[config.mk]
export PLATFORM = sky130hd
export DESIGN_NAME = spi_slave_rx_flat
export DESIGN_NICKNAME = d
export VERILOG_FILES = /design/src/rtl/spi_slave_rx_if.sv /design/src/rtl/spi_slave_rx.sv /design/src/flat_wrapper.sv
export SDC_FILE = /design/constraint.sdc
export NUM_CORES = 1
export LEC_CHECK = 0
export BUFFER_PORTS_ARGS = -buffer_cell sky130_fd_sc_hd__buf_2
export CAP_MARGIN = 20
export CORE_MARGIN = 2
export CORE_UTILIZATION = 45
export CTS_BUF_LIST = sky130_fd_sc_hd__clkbuf_4 sky130_fd_sc_hd__clkbuf_8 sky130_fd_sc_hd__clkbuf_16
export DETAILED_ROUTE_END_ITERATION = 6
export PLACE_DENSITY = 0.73
export SLEW_MARGIN = 20
export SYNTH_ARGS = -nofsm -noshare
export SYNTH_HDL_FRONTEND = slang
export SYNTH_SLANG_ARGS = --single-unit
[constraint.sdc]
create_clock -name clk -period 5.15 [get_ports clk]
set_input_delay 0.7725 -clock clk [delete_from_list [all_inputs] [get_ports clk]]
set_output_delay 0.7725 -clock clk [all_outputs]
set_load 0.03 [all_outputs]
[src/rtl/spi_slave_rx_if.sv]
// Receive-side word handshake between spi_slave_rx and its consumer.
// The master drives the FIFO head word and valid; the consumer drives ready.
interface spi_slave_rx_if #(
  parameter int DATA_W = 16
) ();
  logic [DATA_W-1:0] rx_data;
  logic              rx_valid;
  logic              rx_ready;

  modport master (output rx_data, output rx_valid, input rx_ready);
  modport slave  (input rx_data, input rx_valid, output rx_ready);
endinterface

[src/rtl/spi_slave_rx.sv]
// SPI receive slave: oversamples cs/sclk/data in clk, shifts MSB-first words
// into a first-word-fall-through FIFO, and flags overruns and truncated frames.
//
// state     | meaning
// WAIT_IDLE | after reset; wait for CS high so a frame in flight is never joined
// IDLE      | CS high; bit counter held at 0
// SHIFT     | CS low; capture one bit per sclk rising edge, push every DATA_W bits
module spi_slave_rx #(
  parameter int DATA_W      = 16,
  parameter int SYNC_STAGES = 2,
  parameter int FIFO_DEPTH  = 4
) (
  input  logic                          clk,
  input  logic                          reset,
  input  logic                          spi_cs,
  input  logic                          spi_sclk,
  input  logic                          spi_data,
  spi_slave_rx_if.master                rx,
  output logic [$clog2(FIFO_DEPTH):0]   fifo_level,
  output logic                          overrun,
  output logic                          frame_err,
  output logic                          busy
);

  localparam int CNT_W = $clog2(DATA_W);
  localparam int PTR_W = $clog2(FIFO_DEPTH);
  localparam int LVL_W = PTR_W + 1;
  localparam int SET_W = $clog2(SYNC_STAGES + 1);

  typedef enum logic [1:0] {
    WAIT_IDLE,
    IDLE,
    SHIFT
  } state_t;

  logic [SYNC_STAGES-1:0] cs_sync;
  logic [SYNC_STAGES-1:0] sclk_sync;
  logic [SYNC_STAGES-1:0] data_sync;
  logic                   sclk_d;
  logic                   cs_s;
  logic                   sclk_s;
  logic                   data_s;
  logic                   rise;

  always_ff @(posedge clk or posedge reset) begin
    if (reset) begin
      cs_sync   <= '1;
      sclk_sync <= '0;
      data_sync <= '0;
      sclk_d    <= 1'b0;
    end else begin
      cs_sync   <= {cs_sync[SYNC_STAGES-2:0], spi_cs};
      sclk_sync <= {sclk_sync[SYNC_STAGES-2:0], spi_sclk};
      data_sync <= {data_sync[SYNC_STAGES-2:0], spi_data};
      sclk_d    <= sclk_s;
    end
  end

  assign cs_s   = cs_sync[SYNC_STAGES-1];
  assign sclk_s = sclk_sync[SYNC_STAGES-1];
  assign data_s = data_sync[SYNC_STAGES-1];
  assign rise   = sclk_s & ~sclk_d;

  state_t              state;
  logic [DATA_W-2:0]   shift_reg;
  logic [CNT_W-1:0]    bit_cnt;
  logic [SET_W-1:0]    settle_cnt;
  logic                push_req;
  logic [DATA_W-1:0]   push_word;

  // The cs chain resets to 1, so cs_s reads high until real samples reach the
  // end of the chain; settle_cnt keeps WAIT_IDLE from trusting it before then.
  always_ff @(posedge clk or posedge reset) begin
    if (reset) begin
      state      <= WAIT_IDLE;
      shift_reg  <= '0;
      bit_cnt    <= '0;
      settle_cnt <= SET_W'(SYNC_STAGES);
      push_req   <= 1'b0;
      push_word  <= '0;
      frame_err  <= 1'b0;
      busy       <= 1'b0;
    end else begin
      push_req  <= 1'b0;
      frame_err <= 1'b0;
      case (state)
        WAIT_IDLE: begin
          if (settle_cnt != '0)
            settle_cnt <= settle_cnt - SET_W'(1);
          else if (cs_s)
            state <= IDLE;
        end
        IDLE: begin
          bit_cnt <= '0;
          if (!cs_s) begin
            state <= SHIFT;
            busy  <= 1'b1;
          end
        end
        SHIFT: begin
          if (cs_s) begin
            if (bit_cnt != '0)
              frame_err <= 1'b1;
            bit_cnt <= '0;
            state   <= IDLE;
            busy    <= 1'b0;
          end else if (rise) begin
            shift_reg <= {shift_reg[DATA_W-3:0], data_s};
            if (bit_cnt == CNT_W'(DATA_W - 1)) begin
              push_req  <= 1'b1;
              push_word <= {shift_reg, data_s};
              bit_cnt   <= '0;
            end else begin
              bit_cnt <= bit_cnt + CNT_W'(1);
            end
          end
        end
        default: begin
          state <= WAIT_IDLE;
          busy  <= 1'b0;
        end
      endcase
    end
  end

  logic [DATA_W-1:0] mem [FIFO_DEPTH];
  logic [PTR_W-1:0]  wr_ptr;
  logic [PTR_W-1:0]  rd_ptr;
  logic              pop;
  logic              full;
  logic              push_ok;

  assign pop     = rx.rx_valid & rx.rx_ready;
  assign full    = (fifo_level == LVL_W'(FIFO_DEPTH));
  assign push_ok = push_req & (~full | pop);

  always_ff @(posedge clk or posedge reset) begin
    if (reset) begin
      for (int i = 0; i < FIFO_DEPTH; i++) mem[i] <= '0;
      wr_ptr     <= '0;
      rd_ptr     <= '0;
      fifo_level <= '0;
      overrun    <= 1'b0;
    end else begin
      overrun <= push_req & full & ~pop;
      if (push_ok) begin
        mem[wr_ptr] <= push_word;
        wr_ptr      <= wr_ptr + PTR_W'(1);
      end
      if (pop)
        rd_ptr <= rd_ptr + PTR_W'(1);
      case ({push_ok, pop})
        2'b10:   fifo_level <= fifo_level + LVL_W'(1);
        2'b01:   fifo_level <= fifo_level - LVL_W'(1);
        default: fifo_level <= fifo_level;
      endcase
    end
  end

  assign rx.rx_data  = mem[rd_ptr];
  assign rx.rx_valid = (fifo_level != '0);

endmodule

[src/flat_wrapper.sv]
// flat-port wrapper written by rule: the top's interface ports become plain ports
module spi_slave_rx_flat 
#(
  parameter int DATA_W      = 16,
  parameter int SYNC_STAGES = 2,
  parameter int FIFO_DEPTH  = 4
)
  (clk, reset, spi_cs, spi_sclk, spi_data, fifo_level, overrun, frame_err, busy, rx_rx_data, rx_rx_valid, rx_rx_ready);
  spi_slave_rx_if #(.DATA_W(DATA_W)) rx_i ();
  input  logic clk;
  input  logic reset;
  input  logic spi_cs;
  input  logic spi_sclk;
  input  logic spi_data;
  output logic [$clog2(FIFO_DEPTH):0] fifo_level;
  output logic overrun;
  output logic frame_err;
  output logic busy;
  output wire logic [$bits(rx_i.rx_data)-1:0] rx_rx_data;
  output wire logic [$bits(rx_i.rx_valid)-1:0] rx_rx_valid;
  input wire logic [$bits(rx_i.rx_ready)-1:0] rx_rx_ready;
  assign rx_rx_data = rx_i.rx_data;
  assign rx_rx_valid = rx_i.rx_valid;
  assign rx_i.rx_ready = rx_rx_ready;
  spi_slave_rx #(.DATA_W(DATA_W), .SYNC_STAGES(SYNC_STAGES), .FIFO_DEPTH(FIFO_DEPTH)) u_core (.clk(clk), .reset(reset), .spi_cs(spi_cs), .spi_sclk(spi_sclk), .spi_data(spi_data), .rx(rx_i), .fifo_level(fifo_level), .overrun(overrun), .frame_err(frame_err), .busy(busy));
endmodule
# Word-level counts from Yosys, hierarchy flattened
# Cells that the tools add are included.
dict set report word_totals {
  ff_bits 121
  in_bits 6
}
dict set report op_classes {
  add_sub_neg 6
  n_lt_le_gt_ge 3
  n_eq_ne 10
  muxes 25
  bitwise_logic 13
  n_reduce_logical 13
}
# cell n
set ops {}
lappend ops {{$bwmux 64} 1}
lappend ops {{$mux 16} 3}
lappend ops {{$bmux 16 s2} 1}
lappend ops {{$demux 16 s2} 1}
lappend ops {{$mux 4} 3}
lappend ops {{$mux 1} 9}
lappend ops {{$pmux 4 s2} 1}
lappend ops {{$ge 3x3->1 const B} 2}
lappend ops {{$mux 2} 3}
lappend ops {{$not 2->3} 2}
lappend ops {{$pmux 2 s3} 1}
lappend ops {{$pmux 3 s2} 1}
lappend ops {{$reduce_and 2->1} 3}
lappend ops {{$reduce_and 3->1} 2}
lappend ops {{$reduce_bool 2->1} 3}
lappend ops {{$and 1x1->1} 5}
lappend ops {{$not 1->1} 5}
lappend ops {{$add 2x1->2 const B} 2}
lappend ops {{$add 4x1->4 const B} 1}
lappend ops {{$eq 2x1->1 const B} 2}
lappend ops {{$eq 2x2->1 const B} 2}
lappend ops {{$eq 4x4->1 const B} 1}
lappend ops {{$ne 2x2->1 const B} 2}
lappend ops {{$reduce_and 4->1} 1}
lappend ops {{13 further kinds} 13}

# Depth between registers and ports, before layout
# Gate-level depths: netlist of the first run.
dict set report logic_depth {
  depth_word 6
  mapped_depth 10
  mapped_depth_nobuf 9
}

# Worst setup path after synthesis of the first run
# OpenSTA, ideal clock, no wires.
dict set report synth_path {
  path_type {input to register}
  from {input rx_rx_ready}
  to {register u_core.fifo_level[2]}
  arrival_ns 2.315
  required_time_ns 5.070
  setup_slack_ns 2.755
  cell_stages 10
  cell_sequence {nor4b_1 > nor2b_1 > buf_4 > inv_1 > ha_1 > inv_1 > fa_1 > xor2_1 > nor2_1 > xor2_1}
}
dict set report synth_between {
  elab_chain_len 5
  word_cells_on_any_way 7
}
# item line
set synth_lines {}
lappend synth_lines {{start, declared} flat_wrapper.sv:21} ;# input wire logic [$bits(rx_i.rx_ready)-1:0] rx_rx_ready;
lappend synth_lines {{$and 1x1->1 *} spi_slave_rx.sv:133} ;# assign pop = rx.rx_valid & rx.rx_ready;
lappend synth_lines {{$or 1x1->1} spi_slave_rx.sv:135} ;# assign push_ok = push_req & (~full | pop);
lappend synth_lines {{$and 1x1->1} spi_slave_rx.sv:135}
lappend synth_lines {{$eq 2x1->1 / $eq 2x2->1 (equally long branches)} spi_slave_rx.sv:152} ;# case ({push_ok, pop})
lappend synth_lines {{$pmux 3 s2 / $reduce_bool 2->1 (equally long branches)} n/a}
lappend synth_lines {{end signal, assigned} spi_slave_rx.sv:153} ;# 2'b10: fifo_level <= fifo_level + LVL_W'(1);
lappend synth_lines {{end signal, assigned} spi_slave_rx.sv:154} ;# 2'b01: fifo_level <= fifo_level - LVL_W'(1);
lappend synth_lines {{end signal, assigned} spi_slave_rx.sv:155} ;# default: fifo_level <= fifo_level;
lappend synth_lines {{end, declared} spi_slave_rx.sv:19} ;# output logic [$clog2(FIFO_DEPTH):0] fifo_level,
# Every way passes the cells marked *; elsewhere a longest branch is shown, timed or not.
# A chain may end at the register's enable or synchronous reset.

# Worst setup path in the final report of the first run
dict set report layout_path {
  from {register u_core.rd_ptr[0]}
  to {output rx_rx_data[15]}
}
dict set report layout_between {
  elab_chain_len 4
}
# item line
set layout_lines {}
lappend layout_lines {{start, declared} spi_slave_rx.sv:128} ;# logic [PTR_W-1:0] rd_ptr;
lappend layout_lines {{start signal, assigned} spi_slave_rx.sv:151} ;# rd_ptr <= rd_ptr + PTR_W'(1);
lappend layout_lines {{$not 2->3 (implied by the code)} spi_slave_rx.sv:160} ;# assign rx.rx_data = mem[rd_ptr];
lappend layout_lines {{$bmux 16 s2} spi_slave_rx.sv:160}
lappend layout_lines {{$mux 16 (implied by the code) (2 in a row)} spi_slave_rx.sv:160}
lappend layout_lines {{end, declared} flat_wrapper.sv:19} ;# output wire logic [$bits(rx_i.rx_data)-1:0] rx_rx_data;
# No other way between the ends. The select of a mux whose other input is x is not followed.

==> impl_metrics.prom, run 1 <==
# TYPE chip_impl_metric gauge
chip_impl_metric{name="worst_slew_margin_rel",unit="%"} 33.1
chip_impl_info{name="cp_cell_sequence",value="buf_4 > mux4_2 > buf_2"} 1
chip_impl_metric{name="net_count_synth",unit=""} 347
chip_impl_metric{name="nets",unit=""} 383
chip_impl_metric{name="finalNonFillerCells",unit=""} 519
chip_impl_metric{name="ios",unit=""} 29
chip_impl_metric{name="cp_num_buf_inv",unit=""} 2
chip_impl_metric{name="floorplan.die.width",unit="um"} 112
chip_impl_info{name="synthTopCellsByArea",value="sky130_fd_sc_hd__dfrtp_1, sky130_fd_sc_hd__mux2_2, sky130_fd_sc_hd__mux4_2"} 1
chip_impl_metric{name="grt_max_degree",unit=""} 81
chip_impl_metric{name="ctsResizeCount",unit=""} 0
chip_impl_metric{name="count_of_flip_flops_with_a_built_in_enable_after_synthesis",unit=""} 0
chip_impl_info{name="synth-main-ff-cell",value="sky130_fd_sc_hd__dfrtp_1"} 1
chip_impl_metric{name="global_route_wire_length_before_repair",unit="mm"} 15.5
chip_impl_metric{name="starting_density_of_the_core",unit="%"} 45.8
chip_impl_metric{name="dp_slack",unit="ns"} 2.42
chip_impl_metric{name="critical_path_data_arrival_time",unit="ns"} 2.24
chip_impl_metric{name="fmax",unit="MHz"} 331
chip_impl_metric{name="skew",unit="ns"} 0.00718
chip_impl_metric{name="core_area",unit="um^2"} 11400
chip_impl_metric{name="synth.cell_area",unit="um^2"} 5200
chip_impl_metric{name="floorplan.rows",unit=""} 39
chip_impl_metric{name="initialDrtViolationCount",unit=""} 133
chip_impl_info{name="setup.worst_path.class",value="reg2out"} 1
chip_impl_metric{name="post-cts-setup-buffers",unit=""} 0
chip_impl_metric{name="overall_global_routing_usage",unit="%"} 16.0
chip_impl_metric{name="fillers",unit=""} 914
chip_impl_metric{name="cts.htree.levels",unit=""} 4
chip_impl_info{name="crit_slowest_cell",value="sky130_fd_sc_hd__dfrtp_1"} 1
chip_impl_metric{name="placement.io_buffers",unit=""} 28
chip_impl_metric{name="firstDrtPassIters",unit=""} 4
chip_impl_metric{name="ant_nets",unit=""} 0
chip_impl_metric{name="cp_num_cells",unit=""} 3
chip_impl_metric{name="synthesis.area_per_instance",unit="um^2"} 15.9
chip_impl_metric{name="drv_slew",unit=""} 0
chip_impl_metric{name="peak_per_stage_delay_on_the_critical_path",unit="ns"} 0.72
chip_impl_metric{name="finalHoldWorstSlack",unit="ns"} 0.345
chip_impl_metric{name="clkSinkCount",unit=""} 121
chip_impl_metric{name="n_antenna_cell",unit=""} 0
chip_impl_metric{name="power.density",unit="nW/um^2"} 433
chip_impl_metric{name="cellLeakagePower",unit="nW"} 3.05
chip_impl_metric{name="area_growth_syn_to_layout",unit="%"} 16.2
chip_impl_metric{name="vias_in_the_first_global_route",unit=""} 2996
chip_impl_metric{name="grt.overflow.total",unit=""} 0
chip_impl_metric{name="cts-hold-fix-buffers",unit=""} 0
chip_impl_info{name="yosys-top-cells-count",value="sky130_fd_sc_hd__dfrtp_1, sky130_fd_sc_hd__mux2_2, sky130_fd_sc_hd__mux4_2"} 1
chip_impl_info{name="status",value="finished clean"} 1
chip_impl_metric{name="ys_warn_count",unit=""} 0
chip_impl_metric{name="drt_wl_total",unit="mm"} 9.06
chip_impl_info{name="setup.worst_path.end_class",value="output pin"} 1
chip_impl_metric{name="die-height",unit="um"} 112
chip_impl_metric{name="final_hold_viol_count",unit=""} 0
chip_impl_metric{name="place_congestion",unit=""} 0.779
chip_impl_metric{name="cts-root-to-sink-buffers",unit=""} 2
chip_impl_metric{name="final_layout_size_suffix_gt1_share",unit="%"} 48.9
chip_impl_metric{name="post-dp-hpwl",unit="mm"} 5.54
chip_impl_metric{name="r2r.worst_path.cells",unit=""} 6
chip_impl_metric{name="synth_cell_types",unit=""} 37
chip_impl_info{name="setup.worst_path.start_class",value="flip-flop"} 1
chip_impl_metric{name="cap_violations",unit=""} 0
chip_impl_metric{name="tritoncts.num_buffers",unit=""} 17
chip_impl_info{name="min-delay-path-class",value="reg2reg"} 1
chip_impl_metric{name="setup_ws",unit="ns"} 2.13
chip_impl_info{name="critical-path-top-delay-family",value="flip-flops"} 1
chip_impl_metric{name="route.detailed.wl_per_inst",unit="um"} 17.5
chip_impl_info{name="cts.root.buffer_cell",value="sky130_fd_sc_hd__clkbuf_16"} 1
chip_impl_metric{name="final.period_utilization",unit="%"} 58.6
chip_impl_metric{name="min_path_cells",unit=""} 0
chip_impl_metric{name="placedCellCount",unit=""} 488
chip_impl_info{name="synth_most_common_cell",value="sky130_fd_sc_hd__dfrtp_1"} 1
chip_impl_metric{name="async_reset_ff_share",unit="%"} 100
chip_impl_info{name="setup_repair_after_global_routing_missed_its_margin",value="no"} 1
chip_impl_metric{name="timing_worst_slew_pin_value",unit="ns"} 0.998
chip_impl_metric{name="critical_path_peak_fanout",unit=""} 10
chip_impl_metric{name="via_count",unit=""} 2760
chip_impl_metric{name="post_detailed_route_via_to_cell_ratio",unit=""} 5.32
chip_impl_metric{name="synth_seq_cells",unit=""} 121
chip_impl_metric{name="synth_cells",unit=""} 328
chip_impl_metric{name="antenna_violations_before_repair",unit=""} 0
chip_impl_info{name="synthDominantAreaCellType",value="sky130_fd_sc_hd__dfrtp_1"} 1
chip_impl_metric{name="clkLatencyLatePin",unit="ns"} 0.40
chip_impl_info{name="cts_tree",value="built"} 1
chip_impl_metric{name="post-synth-top-area-fraction",unit="%"} 56.7
chip_impl_metric{name="crit_required",unit="ns"} 4.38
chip_impl_metric{name="detail_route.drc_violations",unit=""} 0
chip_impl_metric{name="clk_pin_slew_worst_paths",unit="ns"} 0.05
chip_impl_metric{name="final_number_of_setup_violating_endpoints",unit=""} 0
chip_impl_metric{name="ys_seq_area_share",unit="%"} 58.3
chip_impl_metric{name="finalSetupTns",unit="ns"} 0
chip_impl_metric{name="die_area",unit="um^2"} 12400
chip_impl_metric{name="min_period",unit="ns"} 3.02
chip_impl_metric{name="largest_register_ffs",unit=""} 64
chip_impl_metric{name="ir_drop",unit="mV"} 0.251
[placed cells by master (no fill, tap or decap), types with 2 or more instances in the layout]
cell / n
sky130_fd_sc_hd__mux2i_1: 2
sky130_fd_sc_hd__mux4_2: 16
sky130_fd_sc_hd__clkbuf_4: 2
sky130_fd_sc_hd__inv_1: 13
sky130_fd_sc_hd__a32o_1: 2
sky130_fd_sc_hd__clkbuf_8: 4
sky130_fd_sc_hd__bufinv_16: 3
sky130_fd_sc_hd__and2_1: 2
sky130_fd_sc_hd__nand2_1: 5
sky130_fd_sc_hd__dfstp_2: 3
sky130_fd_sc_hd__dfrtp_1: 118
sky130_fd_sc_hd__a21oi_1: 2
sky130_fd_sc_hd__clkinv_2: 4
sky130_fd_sc_hd__mux2_2: 87
sky130_fd_sc_hd__nor2_1: 7
sky130_fd_sc_hd__nand3_1: 3
sky130_fd_sc_hd__nor2b_1: 3
sky130_fd_sc_hd__ha_1: 12
sky130_fd_sc_hd__clkbuf_16: 17
sky130_fd_sc_hd__buf_2: 28
sky130_fd_sc_hd__buf_4: 2
sky130_fd_sc_hd__mux2_4: 9
sky130_fd_sc_hd__xor2_1: 3
sky130_fd_sc_hd__o21ai_0: 8
sky130_fd_sc_hd__nand2_4: 3
sky130_fd_sc_hd__xnor2_1: 4
[kinds of logic (layout without fill, tap and decap cells)]
group,after synthesis,in the layout,share of synthesized area [%]
AOI/OAI and AO/OA,15,15,1.83
xor gates and xnor gates,7,7,1.18
adders and majority gates,13,13,3.27
buffers and inverters,27,75,3.05
DFF,121,121,58.3
muxes,114,114,28.7
and+or+nand+nor,31,31,3.68
[report_power, final]
group	switching [mW]	internal [mW]
Clock	0.400	0.817
Sequential	0.0896	0.993
Combinational	0.176	0.142
[routing by layer]
layer	routed length, um	global-route usage [%]	vias to the layer above	share of wire (%)
met5	0	0	-	0
met4	79	5.84	0	0.87
met3	305	4.63	9	3.4
met2	4450	24.9	43	49
met1	4230	21.6	1456	47
li1	-	-	1252	-
[through the flow]
step | cell area [um^2] | util [%] | power [mW]
6_report | 6050 | 53.2 | 2.62
5_1_grt | 6050 | 53.2 | 2.72
4_1_cts | 6050 | 53.2 | 2.64
3_5_place_dp | 5430 | 47.8 | 1.42
3_3_place_gp | 5430 | 47.8 | 1.40
2_1_floorplan | 5200 | - | 1.32
[layout make-up]
class	instances	area (um^2)	area share [%]
clock inverters	8	118	1.94
flip-flops and latches	121	3030	50.1
multi-input cells	180	2010	33.3
clock buffers	23	495	8.19
inverters	14	55.1	0.910
repair buffers	30	155	2.57
well taps	143	179	2.96
[path summary, 6_finish.rpt]
check / to / startpoint / slack (ns)
worst max-delay path: rx_rx_data[15] / u_core.rd_ptr[0] / 2.13
worst min-delay path: u_core.sclk_sync[1] / u_core.sclk_sync[0] / 0.34
worst max register to register: u_core.push_word[14] / u_core.state[0] / 2.43
worst min register to register: u_core.sclk_sync[1] / u_core.sclk_sync[0] / 0.34
max in group asynchronous: u_core.mem[47] / reset / 3.46
min in group asynchronous: u_core.shift_reg[11] / reset / 0.60
(Power assumes the default switching activity.)
==> run 2: changes to the inputs <==
- ABC_AREA: default -> 1
- clock period: 5.15 -> 2.9 ns (I/O delays scaled with it)
==> impl_metrics.prom, run 2 <==
# TYPE chip_impl_metric gauge
chip_impl_info{name="status",value="finished clean"} 1
chip_impl_metric{name="min_period",unit="ns"} 2.32
chip_impl_metric{name="cellLeakagePower",unit="nW"} 3.22
chip_impl_metric{name="global_route_wire_length_before_repair",unit="mm"} 20.3
chip_impl_metric{name="count_of_flip_flops_with_a_built_in_enable_after_synthesis",unit=""} 0
chip_impl_info{name="setup.worst_path.start_class",value="flip-flop"} 1
chip_impl_metric{name="floorplan.rows",unit=""} 40
chip_impl_metric{name="met1_usage",unit="%"} 24.8
chip_impl_metric{name="cts-root-to-sink-buffers",unit=""} 2
chip_impl_info{name="setup.worst_path.class",value="reg2out"} 1
chip_impl_metric{name="crit_required",unit="ns"} 2.47
chip_impl_metric{name="setup_ws",unit="ns"} 0.585
chip_impl_metric{name="core_area",unit="um^2"} 12100
chip_impl_metric{name="die_area",unit="um^2"} 13300
chip_impl_metric{name="drv_slew",unit=""} 0
chip_impl_metric{name="nets",unit=""} 670
chip_impl_metric{name="vias_in_the_first_global_route",unit=""} 4274
chip_impl_metric{name="cts-hold-fix-buffers",unit=""} 0
chip_impl_info{name="mostFrequentLayoutCell",value="sky130_fd_sc_hd__nand2_1"} 1
chip_impl_metric{name="n_antenna_cell",unit=""} 0
chip_impl_metric{name="final_layout_size_suffix_gt1_share",unit="%"} 13.0
chip_impl_metric{name="grt_max_degree",unit=""} 122
chip_impl_metric{name="drt_wl_total",unit="mm"} 12.1
chip_impl_metric{name="detail_route.drc_violations",unit=""} 0
chip_impl_metric{name="fmax",unit="MHz"} 432
chip_impl_metric{name="net_count_synth",unit=""} 654
chip_impl_info{name="global_route.peak_usage_layer",value="met2"} 1
chip_impl_metric{name="p_total",unit="mW"} 5.66
chip_impl_metric{name="clkSinkCount",unit=""} 121
chip_impl_metric{name="place_congestion",unit=""} 0.838
chip_impl_metric{name="post-cts-setup-buffers",unit=""} 0
chip_impl_metric{name="ir_drop",unit="mV"} 0.607
chip_impl_metric{name="ios",unit=""} 29
chip_impl_metric{name="dp_slack",unit="ns"} 0.943
chip_impl_info{name="cts_tree",value="built"} 1
chip_impl_info{name="setup_repair_after_global_routing_missed_its_margin",value="no"} 1
chip_impl_metric{name="post_detailed_route_via_to_cell_ratio",unit=""} 5.31
chip_impl_metric{name="globalRouteMet3Util",unit="%"} 6.01
chip_impl_info{name="synthTopCellsByArea",value="sky130_fd_sc_hd__dfrtp_1, sky130_fd_sc_hd__nand2_1, sky130_fd_sc_hd__nand4_1"} 1
chip_impl_metric{name="final_hold_viol_count",unit=""} 0
chip_impl_metric{name="via_count",unit=""} 4418
chip_impl_info{name="synth_most_common_cell",value="sky130_fd_sc_hd__nand2_1"} 1
chip_impl_metric{name="critical_path_peak_fanout",unit=""} 17
chip_impl_metric{name="worst_slew_margin_rel",unit="%"} 51.3
chip_impl_metric{name="clk_pin_slew_worst_paths",unit="ns"} 0.06
chip_impl_metric{name="final_number_of_setup_violating_endpoints",unit=""} 0
chip_impl_metric{name="ys_seq_area_share",unit="%"} 54.3
chip_impl_metric{name="finalHoldWorstSlack",unit="ns"} 0.119
chip_impl_metric{name="firstDrtPassIters",unit=""} 6
chip_impl_metric{name="initialDrtViolationCount",unit=""} 285
chip_impl_metric{name="final.period_utilization",unit="%"} 79.8
chip_impl_metric{name="ys_warn_count",unit=""} 0
chip_impl_metric{name="synth.cell_area",unit="um^2"} 5580
chip_impl_metric{name="synth_seq_cells",unit=""} 121
chip_impl_metric{name="antenna_violations_before_repair",unit=""} 0
chip_impl_metric{name="synth_cell_types",unit=""} 28
chip_impl_info{name="cts.root.buffer_cell",value="sky130_fd_sc_hd__clkbuf_16"} 1
chip_impl_metric{name="overall_global_routing_usage",unit="%"} 19.6
chip_impl_metric{name="die-height",unit="um"} 115
chip_impl_metric{name="synth_cells",unit=""} 635
chip_impl_metric{name="power.density",unit="nW/um^2"} 879
chip_impl_metric{name="critical_path_data_arrival_time",unit="ns"} 1.88
chip_impl_metric{name="async_reset_ff_share",unit="%"} 100
chip_impl_metric{name="tritoncts.num_buffers",unit=""} 17
chip_impl_info{name="yosys-top-cells-count",value="sky130_fd_sc_hd__nand2_1, sky130_fd_sc_hd__dfrtp_1, sky130_fd_sc_hd__nand4_1"} 1
chip_impl_metric{name="route.detailed.wl_per_inst",unit="um"} 14.5
chip_impl_metric{name="grt.overflow.total",unit=""} 0
chip_impl_metric{name="clkLatencyLatePin",unit="ns"} 0.42
chip_impl_metric{name="ctsResizeCount",unit=""} 0
chip_impl_metric{name="finalSetupTns",unit="ns"} 0
chip_impl_metric{name="met2_usage_in_global_routing",unit="%"} 31.3
chip_impl_info{name="synthDominantAreaCellType",value="sky130_fd_sc_hd__dfrtp_1"} 1
chip_impl_metric{name="cts.htree.levels",unit=""} 4
chip_impl_metric{name="starting_density_of_the_core",unit="%"} 46.3
chip_impl_metric{name="post-dp-hpwl",unit="mm"} 7.18
chip_impl_info{name="synth-main-ff-cell",value="sky130_fd_sc_hd__dfrtp_1"} 1
chip_impl_metric{name="synthesis.area_per_instance",unit="um^2"} 8.79
chip_impl_metric{name="timing_worst_slew_pin_value",unit="ns"} 0.731
chip_impl_info{name="most_frequent_cells_in_the_layout",value="sky130_fd_sc_hd__nand2_1, sky130_fd_sc_hd__dfrtp_1, sky130_fd_sc_hd__nand4_1, sky130_fd_sc_hd__inv_1, sky130_fd_sc_hd__nor2_1"} 1
chip_impl_info{name="min-delay-path-class",value="in2reg"} 1
chip_impl_metric{name="placement.io_buffers",unit=""} 28
chip_impl_metric{name="floorplan.die.width",unit="um"} 115
chip_impl_metric{name="largest_register_ffs",unit=""} 64
chip_impl_metric{name="area_growth_syn_to_layout",unit="%"} 15.4
chip_impl_metric{name="cap_violations",unit=""} 0
chip_impl_metric{name="skew",unit="ns"} 0.00681
chip_impl_metric{name="post-synth-top-area-fraction",unit="%"} 52.9
chip_impl_info{name="setup.worst_path.end_class",value="output pin"} 1
chip_impl_metric{name="ant_nets",unit=""} 0
[run 2: power breakdown]
| part | internal, mW | switching (mW) |
|---|---|---|
| logic | 0.432 | 1.12 |
| clock network | 1.56 | 0.725 |
| registers | 1.77 | 0.0604 |
| total | 3.76 | 1.90 |
[run 2: critical path: stages, from the launching register on]
cell and delay [ns]:
sky130_fd_sc_hd__dfrtp_1 0.38, sky130_fd_sc_hd__inv_1 0.42, sky130_fd_sc_hd__o21ai_0 0.18, sky130_fd_sc_hd__o22ai_1 0.23
sky130_fd_sc_hd__buf_2 0.25
[run 2: final cells by class]
type | count | area (um^2)
clock buffers | 25 | 510
clock inverters | 7 | 138
fillers | 1059 | 5620
inverters | 46 | 176
multi-input cells | 427 | 2140
flip-flops and latches | 121 | 3030
well taps | 168 | 210
repair buffers | 38 | 228
[run 2: kinds of logic after synthesis]
group           count (synthesis)  share of synthesized area (%)
compound gates                 85                           8.00
simple gates                  325                           26.7
buf+inv                        87                           7.28
fa+ha+maj                      13                           3.05
xor+xnor                        4                          0.628
flops                         121                           54.3
[run 2: per-stage QoR]
step,area (um^2),cells,utilization (%)
6_report,6440,832,53.4
5_1_grt,6440,832,53.4
4_1_cts,6440,832,53.4
3_5_place_dp,5790,800,48.0
3_3_place_gp,5790,800,48.0
2_1_floorplan,5590,635,-
[run 2: path summary, 6_finish.rpt]
path | startpoint | endpoint | slack [ns] | cells after the start
setup / recovery | u_core.rd_ptr[1] | rx_rx_data[14] | 0.58 | 4
hold / removal | spi_cs | u_core.cs_sync[0] | 0.12 | 1
setup reg to reg | u_core.fifo_level[2] | u_core.mem[50] | 0.94 | 7
hold reg to reg | u_core.data_sync[0] | u_core.data_sync[1] | 0.35 | 0
max in group asynchronous | reset | u_core.push_req | 2.21 | 3
min in group asynchronous | reset | u_core.state[0] | 0.20 | 3
[run 2: metal layers]
layer / wire length (um) / part of all wire [%]
met1: 5310 / 44
met2: 5750 / 48
met3: 773 / 6.4
met4: 229 / 1.9
met5: 0 / 0
